$ cat config.mk
export PLATFORM = sky130hd
export DESIGN_NAME = lcd_fb_writer
export DESIGN_NICKNAME = d
export VERILOG_FILES = /design/src/rtl/lcd_pkg.sv /design/src/rtl/lcd_rect_clip.sv /design/src/rtl/lcd_fb_writer.sv
export SDC_FILE = /design/constraint.sdc
export NUM_CORES = 1
export LEC_CHECK = 0
export CORE_UTILIZATION = 45
export CTS_BUF_LIST = sky130_fd_sc_hd__clkbuf_4 sky130_fd_sc_hd__clkbuf_8 sky130_fd_sc_hd__clkbuf_16
export DETAILED_ROUTE_END_ITERATION = 10
export MAX_ROUTING_LAYER = met4
export PLACE_DENSITY = 0.66
export SKIP_CTS_REPAIR_TIMING = 1
export SLEW_MARGIN = 10
export SYNTH_ARGS = -nofsm -noshare
export SYNTH_HDL_FRONTEND = slang
export SYNTH_SLANG_ARGS = --single-unit
$ cat constraint.sdc
create_clock -name clk -period 3.6 [get_ports clk]
set_input_delay 0.54 -clock clk [delete_from_list [all_inputs] [get_ports clk]]
set_output_delay 0.54 -clock clk [all_outputs]
set_load 0.01 [all_outputs]
$ cat src/rtl/lcd_pkg.sv
// Shared constants and FSM encoding for the LCD frame-buffer side of the display.
package lcd_pkg;
  localparam int TFT_H      = 800;
  localparam int TFT_V      = 480;
  localparam int COORD_W    = 11;
  localparam int DEF_ADDR_W = 16;

  // One extra bit so x+w and y+h never wrap before clipping.
  typedef logic [COORD_W:0] crd_t;

  typedef enum logic [1:0] {
    ST_IDLE,
    ST_WAIT_BLANK,
    ST_RUN,
    ST_DONE
  } fb_state_e;
endpackage

$ cat src/rtl/lcd_rect_clip.sv
// Clips a rectangle to an IMG_W x IMG_H image; exclusive end coordinates.
module lcd_rect_clip
  import lcd_pkg::*;
#(
  parameter int IMG_W = 100,
  parameter int IMG_H = 100
) (
  input  logic [COORD_W-1:0] x_i,
  input  logic [COORD_W-1:0] y_i,
  input  logic [COORD_W-1:0] w_i,
  input  logic [COORD_W-1:0] h_i,
  output logic               empty_o,
  output crd_t               x_end_o,
  output crd_t               y_end_o
);
  localparam crd_t W_LIM = crd_t'(IMG_W);
  localparam crd_t H_LIM = crd_t'(IMG_H);

  crd_t x_sum, y_sum;

  assign x_sum   = {1'b0, x_i} + {1'b0, w_i};
  assign y_sum   = {1'b0, y_i} + {1'b0, h_i};
  assign x_end_o = (x_sum > W_LIM) ? W_LIM : x_sum;
  assign y_end_o = (y_sum > H_LIM) ? H_LIM : y_sum;
  assign empty_o = ({1'b0, x_i} >= W_LIM) || ({1'b0, y_i} >= H_LIM) ||
                   (w_i == '0) || (h_i == '0);
endmodule

$ cat src/rtl/lcd_fb_writer.sv
// Rectangle-fill engine: clips a command and streams one frame-buffer write per clock.
module lcd_fb_writer
  import lcd_pkg::*;
#(
  parameter int IMG_W  = 100,
  parameter int IMG_H  = 100,
  parameter int PIX_W  = 16,
  parameter int ADDR_W = DEF_ADDR_W
) (
  input  logic               clk,
  input  logic               rest_n,
  input  logic               cmd_valid,
  output logic               cmd_ready,
  input  logic [COORD_W-1:0] cmd_x,
  input  logic [COORD_W-1:0] cmd_y,
  input  logic [COORD_W-1:0] cmd_w,
  input  logic [COORD_W-1:0] cmd_h,
  input  logic [PIX_W-1:0]   cmd_color,
  input  logic               cmd_vsync,
  input  logic               blank,
  output logic               fb_we,
  output logic [ADDR_W-1:0]  fb_addr,
  output logic [PIX_W-1:0]   fb_wdata,
  output logic               busy,
  output logic               done
);
  localparam logic [ADDR_W-1:0] ROW_STEP = ADDR_W'(IMG_W);

  fb_state_e         state_q;
  crd_t              x0_q, x_end_q, y_end_q, cx_q, cy_q;
  logic [ADDR_W-1:0] row_base_q, row_base_init;
  logic [PIX_W-1:0]  color_q;
  logic              cmd_ready_q, fb_we_q, busy_q, done_q;
  logic [ADDR_W-1:0] fb_addr_q;
  logic [PIX_W-1:0]  fb_wdata_q;
  logic              clip_empty;
  crd_t              clip_x_end, clip_y_end;

  lcd_rect_clip #(.IMG_W(IMG_W), .IMG_H(IMG_H)) u_clip (
    .x_i     (cmd_x),
    .y_i     (cmd_y),
    .w_i     (cmd_w),
    .h_i     (cmd_h),
    .empty_o (clip_empty),
    .x_end_o (clip_x_end),
    .y_end_o (clip_y_end)
  );

  // Only multiply in the block: once per command, then rows accumulate.
  assign row_base_init = ADDR_W'(cmd_y * IMG_W);

  always_ff @(posedge clk or negedge rest_n) begin
    if (!rest_n) begin
      state_q     <= ST_IDLE;
      x0_q        <= '0;
      x_end_q     <= '0;
      y_end_q     <= '0;
      cx_q        <= '0;
      cy_q        <= '0;
      row_base_q  <= '0;
      color_q     <= '0;
      cmd_ready_q <= 1'b0;
      fb_we_q     <= 1'b0;
      fb_addr_q   <= '0;
      fb_wdata_q  <= '0;
      busy_q      <= 1'b0;
      done_q      <= 1'b0;
    end else begin
      fb_we_q <= 1'b0;
      done_q  <= 1'b0;
      case (state_q)
        ST_IDLE: begin
          cmd_ready_q <= 1'b1;
          busy_q      <= 1'b0;
          if (cmd_valid && cmd_ready_q) begin
            cmd_ready_q <= 1'b0;
            busy_q      <= 1'b1;
            x0_q        <= {1'b0, cmd_x};
            cx_q        <= {1'b0, cmd_x};
            cy_q        <= {1'b0, cmd_y};
            x_end_q     <= clip_x_end;
            y_end_q     <= clip_y_end;
            row_base_q  <= row_base_init;
            color_q     <= cmd_color;
            if (clip_empty)     state_q <= ST_DONE;
            else if (cmd_vsync) state_q <= ST_WAIT_BLANK;
            else                state_q <= ST_RUN;
          end
        end
        ST_WAIT_BLANK: begin
          if (blank) state_q <= ST_RUN;
        end
        ST_RUN: begin
          fb_we_q    <= 1'b1;
          fb_addr_q  <= row_base_q + ADDR_W'(cx_q);
          fb_wdata_q <= color_q;
          if (cx_q == x_end_q - crd_t'(1)) begin
            cx_q       <= x0_q;
            cy_q       <= cy_q + crd_t'(1);
            row_base_q <= row_base_q + ROW_STEP;
            if (cy_q == y_end_q - crd_t'(1)) state_q <= ST_DONE;
          end else begin
            cx_q <= cx_q + crd_t'(1);
          end
        end
        ST_DONE: begin
          done_q  <= 1'b1;
          state_q <= ST_IDLE;
        end
        default: state_q <= ST_IDLE;
      endcase
    end
  end

  assign cmd_ready = cmd_ready_q;
  assign fb_we     = fb_we_q;
  assign fb_addr   = fb_addr_q;
  assign fb_wdata  = fb_wdata_q;
  assign busy      = busy_q;
  assign done      = done_q;
endmodule

Word-level counts from Yosys, hierarchy flattened

Index checks and enable logic that the tools add are counted.

Bits in registers: 129
Latch bits: 0
Bits in writable memories: 0
Memory bits (read-only): 0
Bits of input ports: 65
Output and inout port bits: 36
Word-level logic and storage cells: 70
Memories: 0

Add/sub/neg operators: 8
Multipliers: 1
Div/mod/pow operators: 0
$lt $le $gt $ge: 4
Eq/ne operators: 9
Shifts and indexed selects: 0
Mux-type cells: 22
Bitwise gates (word level): 0
Reduce and logical (&&, ||, !) cells: 12

Operators with widths:

| operator                | number |
|---|---|
| $mux W12                | 6 |
| $pmux W12 S2            | 2 |
| $mux W16                | 2 |
| $pmux W16 S2            | 1 |
| $add A11 B11 Y12        | 2 |
| $add A12 B1 Y12 const B | 2 |
| $eq A12 B12 Y1          | 2 |
| $gt A12 B7 Y1 const B   | 2 |
| $sub A12 B1 Y12 const B | 2 |
| $ge A11 B7 Y1 const B   | 2 |
| $logic_not A11 Y1       | 2 |
| $add A16 B12 Y16        | 1 |
| $add A16 B7 Y16 const B | 1 |
| $mul A11 B5 Y14 const B | 1 |
| $mux W2                 | 6 |
| $ne A2 B2 Y1 const B    | 4 |
| $pmux W2 S4             | 1 |
| $eq A2 B2 Y1 const B    | 2 |
| $mux W1                 | 4 |
| $reduce_and A2 Y1       | 2 |
| $reduce_and A4 Y1       | 1 |
| $logic_or A1 B1 Y1      | 3 |
| $reduce_and A3 Y1       | 1 |
| $eq A2 B1 Y1 const B    | 1 |
| 3 further kinds         | 3 |

Longest topological paths before layout

Gate-level depths: netlist of the first run.

Depth after elaboration: 7
Gate-level depth with buffers: 16
Mapped depth without buffers: 16

Hierarchy

A second synthesis of the first run with hierarchy kept.

Cell total of the unflattened synthesis: 1115
Area total of the unflattened synthesis: 9673.0 µm²

By module, submodules not included:

| module        | instances | cells an instance | area an instance (µm²) | sequential area each (µm²) |
|---|---|---|---|---|
| lcd_fb_writer | 1         | 925               | 8281.7                 | 3178.0 |
| lcd_rect_clip | 1         | 190               | 1391.3                 | 0.0 |

Least setup slack after synthesis of the first run

No wires, ideal clock.

Path type: input-to-reg
Start point: input cmd_y[3]
End point: register row_base_q[13]
Library setup time: 126 ps
Data arrival time: 3588 ps
Required time: 3474 ps
Setup slack: -114 ps
Stages on the path: 14
Path buffers: 0
Cell sequence: inv_1 -> ha_1 -> ha_1 -> inv_1 -> fa_1 -> inv_1 -> ha_1 -> o21a_1 -> a2111oi_0 -> nor3_1 -> xnor2_1 -> o221ai_1 -> nor3_1 -> o32a_1

Longest elaborated chain between the ends: 3

RTL lines:

| element              | RTL line             | text |
|---|---|---|
| start, declared      | lcd_fb_writer.sv:15  | `input logic [COORD_W-1:0] cmd_y,` |
| $mul A11 B5 Y14      | lcd_fb_writer.sv:50  | `assign row_base_init = ADDR_W'(cmd_y * IMG_W);` |
| $mux W16             | lcd_fb_writer.sv:75  | `if (cmd_valid && cmd_ready_q) begin` |
| $pmux W16 S2         | lcd_fb_writer.sv:71  | `case (state_q)` |
| end signal, assigned | lcd_fb_writer.sv:83  | `row_base_q <= row_base_init;` |
| end signal, assigned | lcd_fb_writer.sv:100 | `row_base_q <= row_base_q + ROW_STEP;` |
| end, declared        | lcd_fb_writer.sv:31  | `logic [ADDR_W-1:0] row_base_q, row_base_init;` |

Every way passes these cells. The select of a mux whose other input is x is not followed.
A chain may end at the register's enable or synchronous reset.

Worst setup path in the final report of the first run

Start point: input cmd_y[1]
End point: register row_base_q[13]

Same word-level chain as after synthesis.

==> results of run 1 <==
==> kinds of logic after synthesis <==
group                    synth area share (%)
AO/OA/AOI/OAI                            15.3
XOR/XNOR                                 6.35
adder cells (fa/ha/maj)                  13.2
buffers and inverters                    4.95
flip-flops                               34.4
multiplexers                             4.99
AND/OR/NAND/NOR                          20.8
==> power breakdown <==
part           internal [mW]  total [mW]  switching (mW)  leakage [nW]
Combinational           1.96        4.04            2.08          3.39
Sequential              2.00        2.66           0.656          1.58
Clock                  0.955        1.64           0.689         0.267
Total                   4.92        8.34            3.42          5.24
==> routing by layer <==
metal,vias to the layer above,global-route usage (%),routed length (um)
li1,4006,-,-
met3,28,3.84,1060
met1,3843,31.7,11000
met2,190,35.6,10800
met4,0,6.42,314
met5,-,-,0
==> through the flow <==
| stage | cells | hold slack [ns] | utilization, % | TNS (ns) |
|---|---|---|---|---|
| after floorplan | 1057 | 0.244 | - | 0 |
| after global placement | 1425 | 0.453 | 53.5 | -1.67 |
| after detailed placement | 1425 | 0.457 | 53.5 | -2.11 |
| after CTS | 1457 | 0.168 | 56.3 | -0.222 |
| after global routing | 1459 | 0.190 | 56.6 | -0.0388 |
| final | 1459 | 0.150 | 56.6 | 0 |
==> final timing paths <==
check	startpoint	to	slack (ns)	cells past startpoint
max	cmd_y[1]	row_base_q[13]	0.18	14
min	rest_n	x_end_q[0]	0.15	1
max reg2reg	y_end_q[3]	state_q[1]	0.38	8
min reg2reg	color_q[6]	color_q[6]	0.47	2
max in group asynchronous	rest_n	fb_wdata[15]	2.66	2
min in group clk	color_q[6]	color_q[6]	0.47	2
==> critical path: cells and delay by family <==
| kind | cells | cell delay, ns |
|---|---|---|
| fa+ha+maj | 4 | 1.05 |
| compound gates | 5 | 1.28 |
| buf+inv | 2 | 0.59 |
| xor+xnor | 1 | 0.14 |
| simple gates | 2 | 0.14 |
==> Yosys cell counts (5+ instances only) <==
cell type,count
or4_1,7
and2_1,14
nand2b_1,13
nand3_1,38
or3_1,5
nor2_1,50
xnor2_1,37
o22ai_1,14
a21oi_1,55
mux2i_1,13
buf_2,5
o31ai_1,7
o21ai_0,61
clkbuf_1,40
xor2_1,30
ha_1,84
nor4_1,13
a31oi_1,7
a21o_1,7
nor2b_1,13
nand2_1,154
mux2_2,28
nand4_1,8
nor3_1,33
fa_1,8
a21boi_0,5
and3_1,19
inv_1,71
o211ai_1,5
a211oi_1,5
dfrtp_1,127
==> flip-flops by register name, summed over array words and instances (netlist names) <==
signal      count
x_end_q        12
y_end_q        12
x0_q           11
color_q        16
cmd_ready       1
cy_q           12
busy            1
cx_q           12
fb_we           1
fb_wdata       16
row_base_q     14
fb_addr        16
done            1
state_q         2
==> layout make-up <==
class	count	share of cell area, %
clock inverter	15	1.19
tap	270	2.96
inverter	71	2.33
clock buffer	17	3.72
timing repair buffer	149	12.4
sequential	127	27.8
multi-input combinational	810	49.6
==> flow_metrics.env, run 1 <==
export IMPL_die_area_um2=21100
export IMPL_dp_slack_ns=-0.664
export IMPL_critPathMaxFanout=3
export IMPL_worst_slew_pin_slew_ns=0.921
export IMPL_final_cell_mix="154 x nand2_1, 127 x dfrtp_1, 96 x clkdlybuf4s50_1"
export IMPL_period_share_pct=94.9
export IMPL_ys_warn_count=0
export IMPL_route_detailed_drc=0
export IMPL_die_h_um=145
export IMPL_filler_cell_count=1816
export IMPL_numCtsBuffers=17
export IMPL_min_period_ns=3.42
export IMPL_io_pins=101
export IMPL_yosysUniqueCellTypes=73
export IMPL_cp_end_kind="flop"
export IMPL_maxSlewHeadroom_pct=37.8
export IMPL_area_growth_syn_to_layout_pct=23.7
export IMPL_startpoint_type="input port"
export IMPL_core_rowCount=52
export IMPL_synthTopCellsByArea="dfrtp_1 34%, ha_1 11%, nand2_1 6.3%"
export IMPL_numPortBuffers=100
export IMPL_max_cap_violations=0
export IMPL_path_cells="clkdlybuf4s50_1 > buf_4 > ha_1 > ha_1 > ha_1 > ha_1 > a21oi_2 > o211ai_1 > a2111oi_4 > nor3_2 > xnor2_1 > o221ai_2 > nor3_2 > o32a_1"
export IMPL_cts_tree="built"
export IMPL_clk_pin_slew_ns=0.06
export IMPL_p_per_area_nw_per_um2=730
export IMPL_cp_required_ns=3.92
export IMPL_outcome="finished clean"
export IMPL_cp_arrival_ns=3.73
export IMPL_cts_sinks=127
export IMPL_finalPower_mw=8.34
export IMPL_synth_top_cell_by_area="dfrtp_1"
export IMPL_async_flop_share_pct=100
export IMPL_fin_nets=1333
export IMPL_setup_ws_ns=0.183
export IMPL_crit_slowest_cell="clkdlybuf4s50_1"
export IMPL_ys_flop_type="dfrtp_1"
export IMPL_wl_per_cell_um=15.9
export IMPL_first_iter_violations=449
export IMPL_drive_gt1_share_pct=11.4
export IMPL_ys_seq_area_share_pct=34.4
export IMPL_core_area_um2=20200
export IMPL_grt_overflow=0
export IMPL_htreeDepth=4
export IMPL_cpPeakStageDelay_ns=0.43
export IMPL_seq_area_um2=3180
export IMPL_cts_buffer_depth=2
export IMPL_via_per_inst=5.53
export IMPL_hold_viol=0
export IMPL_fin_skew_ns=0.0102
export IMPL_grt_max_degree=68
export IMPL_ys_seq_elements=127
export IMPL_timing_fmax_mhz=293
export IMPL_syn_num_nets=1214
export IMPL_place_congestion=0.905
export IMPL_vias=8067
export IMPL_antenna_cells=0
export IMPL_finalSetupViolations=0
export IMPL_multi_input_area_um2=5670
export IMPL_firstDrtPassIters=5
export IMPL_mostFrequentLayoutCell="nand2_1"
export IMPL_clk_latency_ns=0.43
export IMPL_fin_area_um2=11400
export IMPL_place_area_um2=10800
export IMPL_cts_root_buf="clkbuf_16"
export IMPL_antenna_found_initial=0
export IMPL_syn_area_um2=9240
export IMPL_grt_first_pass_wirelength_um=38300
export IMPL_synth_top_cell_area_share_pct=34.4
export IMPL_irDropWorstVdd_mv=0.436
export IMPL_ant_nets=0
export IMPL_synth_edf_count=0
export IMPL_syn_inst=1057
export IMPL_wirelength_um=23200
export IMPL_syn_area_per_cell_um2=8.74
export IMPL_leakage_nw=5.24
export IMPL_maxSlewViolCount=0
export IMPL_hpwl_um=16700
export IMPL_cp_common_cell="ha_1"
export IMPL_first_global_vias=7418
export IMPL_track_usage_pct=23.2
export IMPL_start_util_pct=45.8
export IMPL_crit_type="input port to flop"
export IMPL_die_w_um=145
export IMPL_min_path_type="input port to async pin"
(Power assumes the default switching activity.)
==> run 2: changes to the inputs <==
--- a/config.mk
+++ b/config.mk
@@ -5,11 +5,13 @@
 export SDC_FILE = /design/constraint.sdc
 export NUM_CORES = 1
 export LEC_CHECK = 0
+export ABC_CLOCK_PERIOD_IN_PS = 3600
 export CORE_UTILIZATION = 45
 export CTS_BUF_LIST = sky130_fd_sc_hd__clkbuf_4 sky130_fd_sc_hd__clkbuf_8 sky130_fd_sc_hd__clkbuf_16
 export DETAILED_ROUTE_END_ITERATION = 10
 export MAX_ROUTING_LAYER = met4
 export PLACE_DENSITY = 0.66
+export REMOVE_ABC_BUFFERS = 1
 export SKIP_CTS_REPAIR_TIMING = 1
 export SLEW_MARGIN = 10
 export SYNTH_ARGS = -nofsm -noshare
==> flow_metrics.env, run 2 (synthesis gave the netlist of run 1 again) <==
export IMPL_cp_startpoint="cmd_y[1]"
export IMPL_finalSetupViolations=0
export IMPL_outcome="finished clean"
export IMPL_clk_pin_slew_ns=0.06
export IMPL_leakage_nw=5.30
export IMPL_cts_root_buf="clkbuf_16"
export IMPL_crit_slowest_cell="fa_1"
export IMPL_startpoint_type="input port"
export IMPL_cp_required_ns=3.91
export IMPL_track_usage_pct=23.7
export IMPL_firstDrtPassIters=5
export IMPL_critPathMaxFanout=3
export IMPL_grt_overflow=0
export IMPL_start_util_pct=45.8
export IMPL_p_per_area_nw_per_um2=742
export IMPL_hpwl_um=17200
export IMPL_io_pins=101
export IMPL_period_share_pct=97.9
export IMPL_numPortBuffers=100
export IMPL_irDropWorstVdd_mv=0.290
export IMPL_numCtsBuffers=17
export IMPL_cpPeakStageDelay_ns=0.46
export IMPL_place_congestion=0.885
export IMPL_ant_nets=0
export IMPL_fin_area_um2=11600
export IMPL_reg2reg_from="y_end_q[2]"
export IMPL_wirelength_um=23800
export IMPL_die_w_um=145
export IMPL_clk_latency_ns=0.42
export IMPL_route_detailed_drc=0
export IMPL_maxSlewViolCount=0
export IMPL_area_growth_syn_to_layout_pct=25.3
export IMPL_die_area_um2=21100
export IMPL_via_per_inst=5.57
export IMPL_min_period_ns=3.52
export IMPL_cp_common_cell="ha_1"
export IMPL_hold_viol=0
export IMPL_final_cell_mix="154 x nand2_1, 127 x dfrtp_1, 95 x clkdlybuf4s50_1"
export IMPL_grt_first_pass_wirelength_um=39400
export IMPL_crit_type="input port to flop"
export IMPL_cts_buffer_depth=2
export IMPL_rsz0062_at_grt="true"
export IMPL_die_h_um=145
export IMPL_post_route_util_pct=57.4
export IMPL_maxSlewHeadroom_pct=49.2
export IMPL_wl_per_cell_um=16.3
export IMPL_mostFrequentLayoutCell="nand2_1"
export IMPL_min_path_type="input port to async pin"
export IMPL_vias=8143
export IMPL_path_cells="clkdlybuf4s50_1 > ha_1 > ha_1 > fa_1 > ha_1 > inv_1 > o211ai_1 > a2111oi_4 > buf_4 > nor3_1 > xnor2_1 > o221ai_2 > nor3_2 > o32a_1"
export IMPL_max_cap_violations=0
export IMPL_cp_end_kind="flop"
export IMPL_place_area_um2=10800
export IMPL_drive_gt1_share_pct=11.9
export IMPL_filler_cell_count=1842
export IMPL_grt_max_degree=77
export IMPL_cp_arrival_ns=3.83
export IMPL_fin_nets=1335
export IMPL_cts_tree="built"
export IMPL_core_rowCount=52
export IMPL_rrSetupSlack_ns=0.30
export IMPL_first_global_vias=7908
export IMPL_antenna_cells=0
export IMPL_cts_sinks=127
export IMPL_core_area_um2=20200
export IMPL_htreeDepth=4
export IMPL_antenna_found_initial=0
export IMPL_first_iter_violations=550
export IMPL_fin_skew_ns=0.00940
export IMPL_worst_slew_pin_slew_ns=0.762
export IMPL_timing_fmax_mhz=284
[run 2: path summary, 6_finish.rpt]
path / end / cells past startpoint
worst max-delay path: row_base_q[13] / 14
worst min-delay path: x_end_q[7] / 1
worst max register to register: state_q[0] / 8
worst min register to register: color_q[10] / 2
max in group asynchronous: y_end_q[8] / 2
min in group clk: color_q[10] / 2
[run 2: critical path, delay by kind of cell]
family,cells,cell delay [ns]
AND/OR/NAND/NOR,2,0.29
AO/OA/AOI/OAI,4,0.98
XOR/XNOR,1,0.13
adder cells (fa/ha/maj),4,1.25
buffers and inverters,3,0.64
[run 2: final cells by class]
cell class	instances	area (um2)	share of cell area [%]
well taps	270	338	2.92
clock buffers	18	439	3.79
flip-flops and latches	127	3180	27.5
repair buffers	151	1440	12.4
multi-input cells	810	5720	49.4
clock inverters	14	198	1.71
inverters	71	267	2.30
[run 2: stage by stage]
stage | hold slack [ns] | TNS (ns) | power [mW] | worst slack, ns | std cells
4_1_cts | 0.190 | -0.335 | 8.57 | -0.313 | 1460
2_1_floorplan | 0.244 | -10.90 | 5.20 | -0.755 | 1008
3_3_place_gp | 0.452 | -1.89 | 6.59 | -0.680 | 1428
6_report | 0.167 | 0 | 8.59 | 0.0758 | 1461
3_5_place_dp | 0.458 | -2.31 | 6.69 | -0.751 | 1428
5_1_grt | 0.222 | -0.0711 | 9.24 | -0.0711 | 1461
[run 2: metal layers]
layer / routed length (um) / vias up / track usage [%] / part of all wire, %
met3: 866 / 15 / 3.43 / 3.6
met5: 0 / - / - / 0
li1: - / 3994 / - / -
met2: 11600 / 170 / 38.4 / 49
met1: 11100 / 3964 / 31.6 / 47
met4: 200 / 0 / 4.79 / 0.84
[run 2: report_power, final]
part	internal [mW]	leakage [nW]	switching, mW
Clock	1.13	0.309	0.722
Sequential	2.00	1.58	0.638
Combinational	1.97	3.41	2.12
==> run 3: changes to the inputs <==
--- a/config.mk
+++ b/config.mk
@@ -6,6 +6,7 @@
 export NUM_CORES = 1
 export LEC_CHECK = 0
 export ABC_CLOCK_PERIOD_IN_PS = 3600
+export CORE_MARGIN = 5
 export CORE_UTILIZATION = 45
 export CTS_BUF_LIST = sky130_fd_sc_hd__clkbuf_4 sky130_fd_sc_hd__clkbuf_8 sky130_fd_sc_hd__clkbuf_16
 export DETAILED_ROUTE_END_ITERATION = 10
@@ -13,7 +14,6 @@
 export PLACE_DENSITY = 0.66
 export REMOVE_ABC_BUFFERS = 1
 export SKIP_CTS_REPAIR_TIMING = 1
-export SLEW_MARGIN = 10
 export SYNTH_ARGS = -nofsm -noshare
 export SYNTH_HDL_FRONTEND = slang
 export SYNTH_SLANG_ARGS = --single-unit
==> flow_metrics.env, run 3 (synthesis gave the netlist of run 1 again) <==
export IMPL_outcome="finished clean"
export IMPL_setup_ws_ns=0.134
export IMPL_rr_endpoint="state_q[1]"
export IMPL_multi_input_area_um2=5720
export IMPL_numCtsBuffers=17
export IMPL_cts_buffer_depth=2
export IMPL_grt_max_degree=87
export IMPL_max_cap_violations=0
export IMPL_start_util_pct=45.6
export IMPL_grt_overflow=0
export IMPL_cts_root_buf="clkbuf_16"
export IMPL_htreeDepth=4
export IMPL_via_per_inst=5.54
export IMPL_worst_slew_pin_slew_ns=0.802
export IMPL_fin_area_um2=11500
export IMPL_cp_arrival_ns=3.76
export IMPL_cts_sinks=127
export IMPL_leakage_nw=5.25
export IMPL_area_growth_syn_to_layout_pct=24.3
export IMPL_vias=8100
export IMPL_cp_end_kind="flop"
export IMPL_fin_skew_ns=0.00913
export IMPL_cp_required_ns=3.90
export IMPL_core_rowCount=52
export IMPL_finalPower_mw=8.37
export IMPL_die_h_um=153
export IMPL_first_global_vias=7727
export IMPL_wirelength_um=23800
export IMPL_place_congestion=0.865
export IMPL_die_area_um2=23500
export IMPL_hold_viol=0
export IMPL_ant_nets=0
export IMPL_place_area_um2=10800
export IMPL_numPortBuffers=100
export IMPL_rrSetupSlack_ns=0.36
export IMPL_reg2reg_from="y_end_q[2]"
export IMPL_maxSlewHeadroom_pct=46.5
export IMPL_antenna_found_initial=0
export IMPL_mostFrequentLayoutCell="nand2_1"
export IMPL_firstDrtPassIters=6
export IMPL_core_area_um2=20200
export IMPL_timing_fmax_mhz=289
export IMPL_io_pins=101
export IMPL_first_iter_violations=618
export IMPL_critPathMaxFanout=3
export IMPL_antenna_cells=0
export IMPL_finalSetupViolations=0
export IMPL_irDropWorstVdd_mv=0.368
export IMPL_fin_nets=1335
export IMPL_p_per_area_nw_per_um2=729
export IMPL_track_usage_pct=20.6
export IMPL_wl_per_cell_um=16.3
export IMPL_clk_pin_slew_ns=0.06
export IMPL_period_share_pct=96.3
export IMPL_dpl_cell_count=1428
export IMPL_final_cell_mix="154 x nand2_1, 127 x dfrtp_1, 95 x clkdlybuf4s50_1"
export IMPL_clk_latency_ns=0.42
export IMPL_min_period_ns=3.47
export IMPL_seq_area_um2=3180
export IMPL_hpwl_um=17700
export IMPL_grt_first_pass_wirelength_um=39000
export IMPL_maxSlewViolCount=0
export IMPL_stdcell_count=1461
export IMPL_min_path_type="input port to async pin"
export IMPL_route_detailed_drc=0
export IMPL_startpoint_type="input port"
export IMPL_rr_worst_depth=8
export IMPL_crit_type="input port to flop"
export IMPL_filler_cell_count=1799
export IMPL_drive_gt1_share_pct=12.1
export IMPL_dp_slack_ns=-0.768
export IMPL_cts_tree="built"
export IMPL_die_w_um=153
==> run 3: per-layer routing <==
metal  track usage [%]  wire length (um)
met5                 -                 0
met4              5.64               293
met3              3.25              1060
met2              31.3             11000
met1              28.6             11400
==> run 3: worst max-delay path by stage <==
stage                from             end  slack (ns)  cells past startpoint
6_report         cmd_y[1]  row_base_q[13]        0.13                     14
2_1_floorplan  state_q[0]         cy_q[5]       -0.76                      6
3_3_place_gp     cmd_y[3]  row_base_q[13]       -0.70                     16
4_1_cts          cmd_y[3]  row_base_q[13]       -0.33                     16
5_1_grt          cmd_y[0]  row_base_q[14]       -0.03                     17
3_5_place_dp     cmd_y[3]  row_base_q[13]       -0.77                     16
==> run 3: stage by stage <==
step,TNS [ns],util [%],hold WS [ns]
final,0,56.8,0.159
after global routing,-0.0321,56.8,0.220
after CTS,-0.530,56.1,0.207
after detailed placement,-2.28,53.4,0.457
after global placement,-2.09,53.4,0.453
after floorplan,-10.90,-,0.244
==> run 3: final cells by class <==
cell class	count	area share (%)
multi-input combinational	810	49.8
sequential	127	27.7
timing repair buffer	151	12.3
clock buffer	17	3.70
tap	270	2.94
inverter	71	2.32
clock inverter	15	1.22
==> run 3: power by group <==
group	switching (mW)	total (mW)	internal, mW
Clock	0.735	1.65	0.917
Combinational	2.12	4.08	1.96
Sequential	0.633	2.64	2.00
Total	3.49	8.37	4.88
==> run 3: critical path, cell delays in order <==
cell and delay [ns]:
clkdlybuf4s50_1 0.44, ha_1 0.35, ha_4 0.18, fa_1 0.54, ha_4 0.21, inv_1 0.06
o211ai_1 0.11, a2111oi_2 0.37, buf_4 0.17, nor3_2 0.04, xnor2_1 0.14, o221ai_2 0.20
nor3_2 0.07, o32a_1 0.33
==> RTL change 1 (flow settings as in run 2) <==
The package constant `DEF_ADDR_W` goes from 16 to 14.
--- a/src/rtl/lcd_pkg.sv
+++ b/src/rtl/lcd_pkg.sv
@@ -3,7 +3,7 @@
   localparam int TFT_H      = 800;
   localparam int TFT_V      = 480;
   localparam int COORD_W    = 11;
-  localparam int DEF_ADDR_W = 16;
+  localparam int DEF_ADDR_W = 14;
 
   // One extra bit so x+w and y+h never wrap before clipping.
   typedef logic [COORD_W:0] crd_t;
Ports: changed (resized fb_addr); port bits go from 101 to 99. No check against the original RTL was run, so the function may have changed too.
==> RTL change 1 against run 2 <==
Register-to-register slack gained 0.05 ns. Global-route usage increased by 2.9 points. Synthesized cell count shrank 1.0%. Worst setup slack better by 0.14 ns. Cell area shrank 2.4%. Total power down 0.62%. Die area is 1.2% lower. Sequential cell count is 4 lower. Synthesized area decreased by 1.2%. Routed wire length is 7.7% higher. Clock power fell by 4%. Non-clock buffer count rose by 8.
==> RTL change 1: results (changes against run 2) <==
Finish
  • Fill cell count: 1848 (+0.33%)
  • Final Util: 57.5% (+0.073 points)
  • Post-Layout Cell Count: 1445 (-1.1%)
  • Final #Nets: 1313 (-1.6%)
  • Layout cells sized above 1: 11.9% (+0.026 points)

STA
  • Final hold slack: 0.124 ns (-0.0426 ns)
  • Least-Margin Pin Slew: 0.743 ns (-0.0184 ns)
  • Skew final: 0.0110 ns (+0.00162 ns)
  • Fmax: 0.295 GHz (+4.1%)

Hold path
  • Hold WC Path Type: input pin to asynchronous set/reset pin

GRT
  • Largest net degree at the start of global routing: 76 (-1.3%)
  • Vias in the first global route: 7742 (-2.1%)
  • Antenna violations before repair: 0 (unchanged)
  • Total Routing Usage GR: 26.6% (+2.9 points)
  • First-pass GRT wire length: 41300 µm (+4.8%)

Critical path
  • CP max FO: 3 (unchanged)
  • Worst path slowest cell: clkdlybuf4s50_1
  • FF-to-FF setup slack: 0.35 ns (+0.05 ns)
  • Reg2reg end: state_q[1]$_DFFE_PN0P_
  • CP max stage delay: 0.53 ns (+0.07 ns)
  • R2R Path Start: x_end_q[7]$_DFFE_PN0P_
  • CP arrival: 3.71 ns (-0.12 ns)
  • Cell count of the worst reg-to-reg path: 7 (-1)
  • End of the critical path: row_base_q[12]$_DFFE_PN0P_
  • Crit path from: cmd_y[4]

Power
  • Peak VDD IR: 0.482 mV (+66%)
  • Switching Share: 41.3% (+0.73 points)
  • Leak: 5.01 nW (-5.4%)
  • P_seq: 2.53 mW (-4%)
  • Clock network power: 1.78 mW (-4%)
  • Total Power: 8.54 mW (-0.62%)

Logic synthesis
  • Post-synth top cells: 143 x nand2_1, 123 x dfrtp_1, 73 x ha_1, 73 x nor2_1, 63 x inv_1
  • Post-Synth Adder-Cell Area: 11.8% (-1.5 points)
  • Yosys cell types: 74 (+1.4%)
  • Cells after Synth: 1046 (-1.0%)
  • Yosys warnings: 0 (unchanged)
  • Sequential area share after synthesis: 33.7% (-0.66 points)
  • Multiplexer area fraction after synthesis: 5.90% (+0.91 points)
  • Compound-Gate Fraction of Synth Area: 17.2% (+1.9 points)
  • Top post-synthesis cells by area: dfrtp_1 34%, ha_1 10%, nand2_1 5.9%, xnor2_1 4.7%, mux2_2 3.6%
  • FFs w/ async S/R, synth: 100% (unchanged)
  • Xor and xnor fraction of the mapped netlist area: 6.34% (-0.016 points)

Placed design
  • Final HPWL DP: 18900 µm (+9.9%)
  • Post-Place Setup Slack: -0.249 ns (+0.502 ns)
  • Post-DP Area: 10700 µm² (-1.4%)
  • PortBufs: 98 (-2.0%)
  • Gpl congestion: 0.916 (+3.5%)

Clocking
  • CTS Root Cell: clkbuf_16
  • H-Tree Depth: 4 (unchanged)
  • CTS clk-pin slew, worst paths: 0.06 ns (about the same)

Drt
  • Initial DRC count: 591 (+7.5%)
  • Via count: 8184 (+0.50%)
  • Final WL: 25600 µm (+7.7%)

Status
  • Status: complete, no violations
## RTL change 1: changes by cell type in the layout (fill, tap and decap cells not counted), moves of 11 or more
cell	before	now
buf_4	47	60
nand2_1	154	143
nor2_1	50	73
o21ai_0	61	41
xnor2_1	37	49
xor2_1	30	17
## RTL change 1: routing by layer
layer | up-vias | GRT usage, % | routed length [µm]
met5 | - | - | 0
met4 | 0 | 8.14 | 534
met3 | 38 | 3.97 | 1520
met2 | 293 | 38.9 | 11000
met1 | 3874 | 37.8 | 12500
li1 | 3979 | - | -
## RTL change 1: final cells by class
cell class | instances | share of cell area (%)
clock inverters | 13 | 1.46
multi-input cells | 803 | 49.4
repair buffers | 159 | 12.9
flip-flops and latches | 123 | 27.3
inverters | 63 | 2.09
clock buffers | 19 | 3.96
well taps | 265 | 2.94
==> RTL change 2 (config.mk and constraints of run 2) <==
Without the edit above. The 4 states of `fb_state_e` get a Gray code encoding in 2 bits.
--- a/src/rtl/lcd_pkg.sv
+++ b/src/rtl/lcd_pkg.sv
@@ -9,10 +9,10 @@
   typedef logic [COORD_W:0] crd_t;
 
   typedef enum logic [1:0] {
-    ST_IDLE,
-    ST_WAIT_BLANK,
-    ST_RUN,
-    ST_DONE
+    ST_IDLE       = 2'b00,
+    ST_WAIT_BLANK = 2'b01,
+    ST_RUN        = 2'b11,
+    ST_DONE       = 2'b10
   } fb_state_e;
 endpackage
 
Check against the original RTL: same outputs for any inputs over 4 cycles, from zero or initial values; so few cycles prove little.
==> RTL change 2 against run 2 <==
Sequential cell count did not move. Cell area decreased by 6.5%. First-iteration DRC count shrank 12%. Worst setup slack improved by 0.072 ns. Global-route usage decreased by 0.15 points. Total power shrank 16%. Synthesized area shrank 5.6%. Routed wire length is 8.0% lower. Critical endpoint is now row_base_q[15]$_DFFE_PN0P_.
==> RTL change 2: results (changes against run 2) <==
Status
  • Status: complete, no violations

Critical path
  • Cell count of the worst reg-to-reg path: 11 (+3)
  • FF-to-FF setup slack: 0.40 ns (+0.10 ns)
  • CP max FO: 3 (unchanged)
  • Crit path top cell by count: ha_1
  • Reg2reg end: row_base_q[8]$_DFFE_PN0P_
  • CP arrival: 3.80 ns (-0.03 ns)
  • R2R Path Start: x_end_q[0]$_DFFE_PN0P_
  • CP max stage delay: 0.50 ns (+0.04 ns)
  • Family with the most delay on the worst path: adder cells
  • Worst path slowest cell: clkdlybuf4s50_1

GRT
  • Largest net degree at the start of global routing: 74 (-3.9%)
  • Antenna violations before repair: 0 (unchanged)
  • Total Routing Usage GR: 23.5% (-0.15 points)
  • Vias in the first global route: 7154 (-9.5%)
  • First-pass GRT wire length: 35900 µm (-8.8%)

Logic synthesis
  • Sequential area share after synthesis: 36.4% (+2.0 points)
  • Primary FF master, synth: dfrtp_1
  • Post-synth top cells: 217 x nand2_1, 127 x dfrtp_1, 79 x ha_1, 69 x a21oi_1, 62 x o21ai_0
  • FFs w/ async S/R, synth: 100% (unchanged)
  • Yosys cell types: 67 (-8.2%)
  • Top post-synthesis cells by area: dfrtp_1 36%, ha_1 11%, nand2_1 9.3%, xnor2_1 4.1%, a21oi_1 4.0%
  • Yosys warnings: 0 (unchanged)

Clocking
  • CTS Root Cell: clkbuf_16
  • CTS buffer count: 17 (unchanged)
  • CTS clk-pin slew, worst paths: around 0.050 ns
  • Largest buffer count on any clock path: 2 (unchanged)
  • H-Tree Depth: 4 (unchanged)
  • Worst skew pair latency: 0.42 ns (about the same)

Placed design
  • Gpl congestion: 0.880 (-0.61%)
  • Post-Place Setup Slack: -0.437 ns (+0.313 ns)
  • PortBufs: 100 (unchanged)
  • Final HPWL DP: 16500 µm (-3.9%)
  • Post-DP Area: 10300 µm² (-5.2%)

Drt
  • M1 WL: 10900 µm (-2.3%)
  • WL met2: 9210 µm (-21%)
  • DR WL met3: 1480 µm (+71%)
  • Detailed-route vias per instance: 5.41 (-3.0%)
  • Top sig layer: met4
  • Initial DRC count: 484 (-12%)
  • Wire length per cell: 15.4 µm (-5.2%)
  • DR pass1 iterations: 5 (unchanged)

Power
  • Leak: 5.03 nW (-5.0%)
  • Peak VDD IR: 0.327 mV (+13%)

Hold path
  • Hold WC Path Type: input pin to asynchronous set/reset pin

Finish
  • Layout cells sized above 1: 8.46% (-3.5 points)
  • Final #Nets: 1300 (-2.6%)
  • N_diodes: 0 (unchanged)

STA
  • Skew final: 0.00864 ns (-0.000760 ns)
  • Fmax: 0.290 GHz (+2.1%)
  • Rel. slew slack: 34.9% (-14 points)
## RTL change 2: worst register-to-register path: stages, from the launching register on
cell	delay, ns
dfrtp_1	0.41
inv_1	0.11
ha_1	0.24
nor3b_1	0.41
nand2_1	0.13
o311a_1	0.37
o41ai_1	0.08
nand4_1	0.39
o21ai_2	0.22
buf_4	0.37
o21ai_0	0.18
o2bb2ai_1	0.16
## RTL change 2: cell families (layout without fill, tap and decap cells)
kind of cell	count (synthesis)	count (layout)	share of synthesized area, %
adders and majority gates	87	87	13.2
buffers and inverters	97	230	4.35
AOI/OAI and AO/OA	241	241	17.6
xor gates and xnor gates	59	59	5.93
and+or+nand+nor	406	406	21.6
DFF	127	127	36.4
muxes	8	8	0.933
## RTL change 2: metrics by stage
step / TNS, ns / instances / hold WS, ns
global placement: -1.04 / 1389 / 0.443
floorplan: -12.84 / 981 / 0.244
detailed placement: -1.42 / 1389 / 0.448
finish: 0 / 1418 / 0.253
global route: -0.0115 / 1418 / 0.326
CTS: -0.00905 / 1418 / 0.304
## RTL change 2: worst max path at each step
stage                                 from                    endpoint  depth (start not counted)
floorplan           x_end_q[0]$_DFFE_PN0P_   row_base_q[8]$_DFFE_PN0P_                         10
global placement                  cmd_y[2]  row_base_q[15]$_DFFE_PN0P_                         14
detailed placement                cmd_y[3]  row_base_q[15]$_DFFE_PN0P_                         15
CTS                               cmd_y[3]  row_base_q[15]$_DFFE_PN0P_                         15
global route                      cmd_y[3]  row_base_q[15]$_DFFE_PN0P_                         15
finish                            cmd_y[3]  row_base_q[15]$_DFFE_PN0P_                         15
## RTL change 2: metal layers
metal,vias up,track usage (%)
met2,245,33.4
met1,3546,33.3
met3,30,5.30
met4,0,6.81
met5,-,-
li1,3849,-
## RTL change 2: power by group
| group | total [mW] | switching, mW | leakage (nW) | internal [mW] |
|---|---|---|---|---|
| combinational | 3.07 | 1.58 | 3.18 | 1.50 |
| clock | 1.66 | 0.608 | 0.275 | 1.05 |
| sequential | 2.52 | 0.565 | 1.58 | 1.95 |
| total | 7.25 | 2.75 | 5.03 | 4.50 |
## RTL change 2: area by class of cell
cell class	instances	area, µm²
Multi-Input combinational cell	801	5190
Timing Repair Buffer	148	1370
Tap cell	260	325
Fill cell	1704	8010
Clock buffer	22	469
Inverter	53	199
Sequential cell	127	3180
Clock inverter	7	90.1
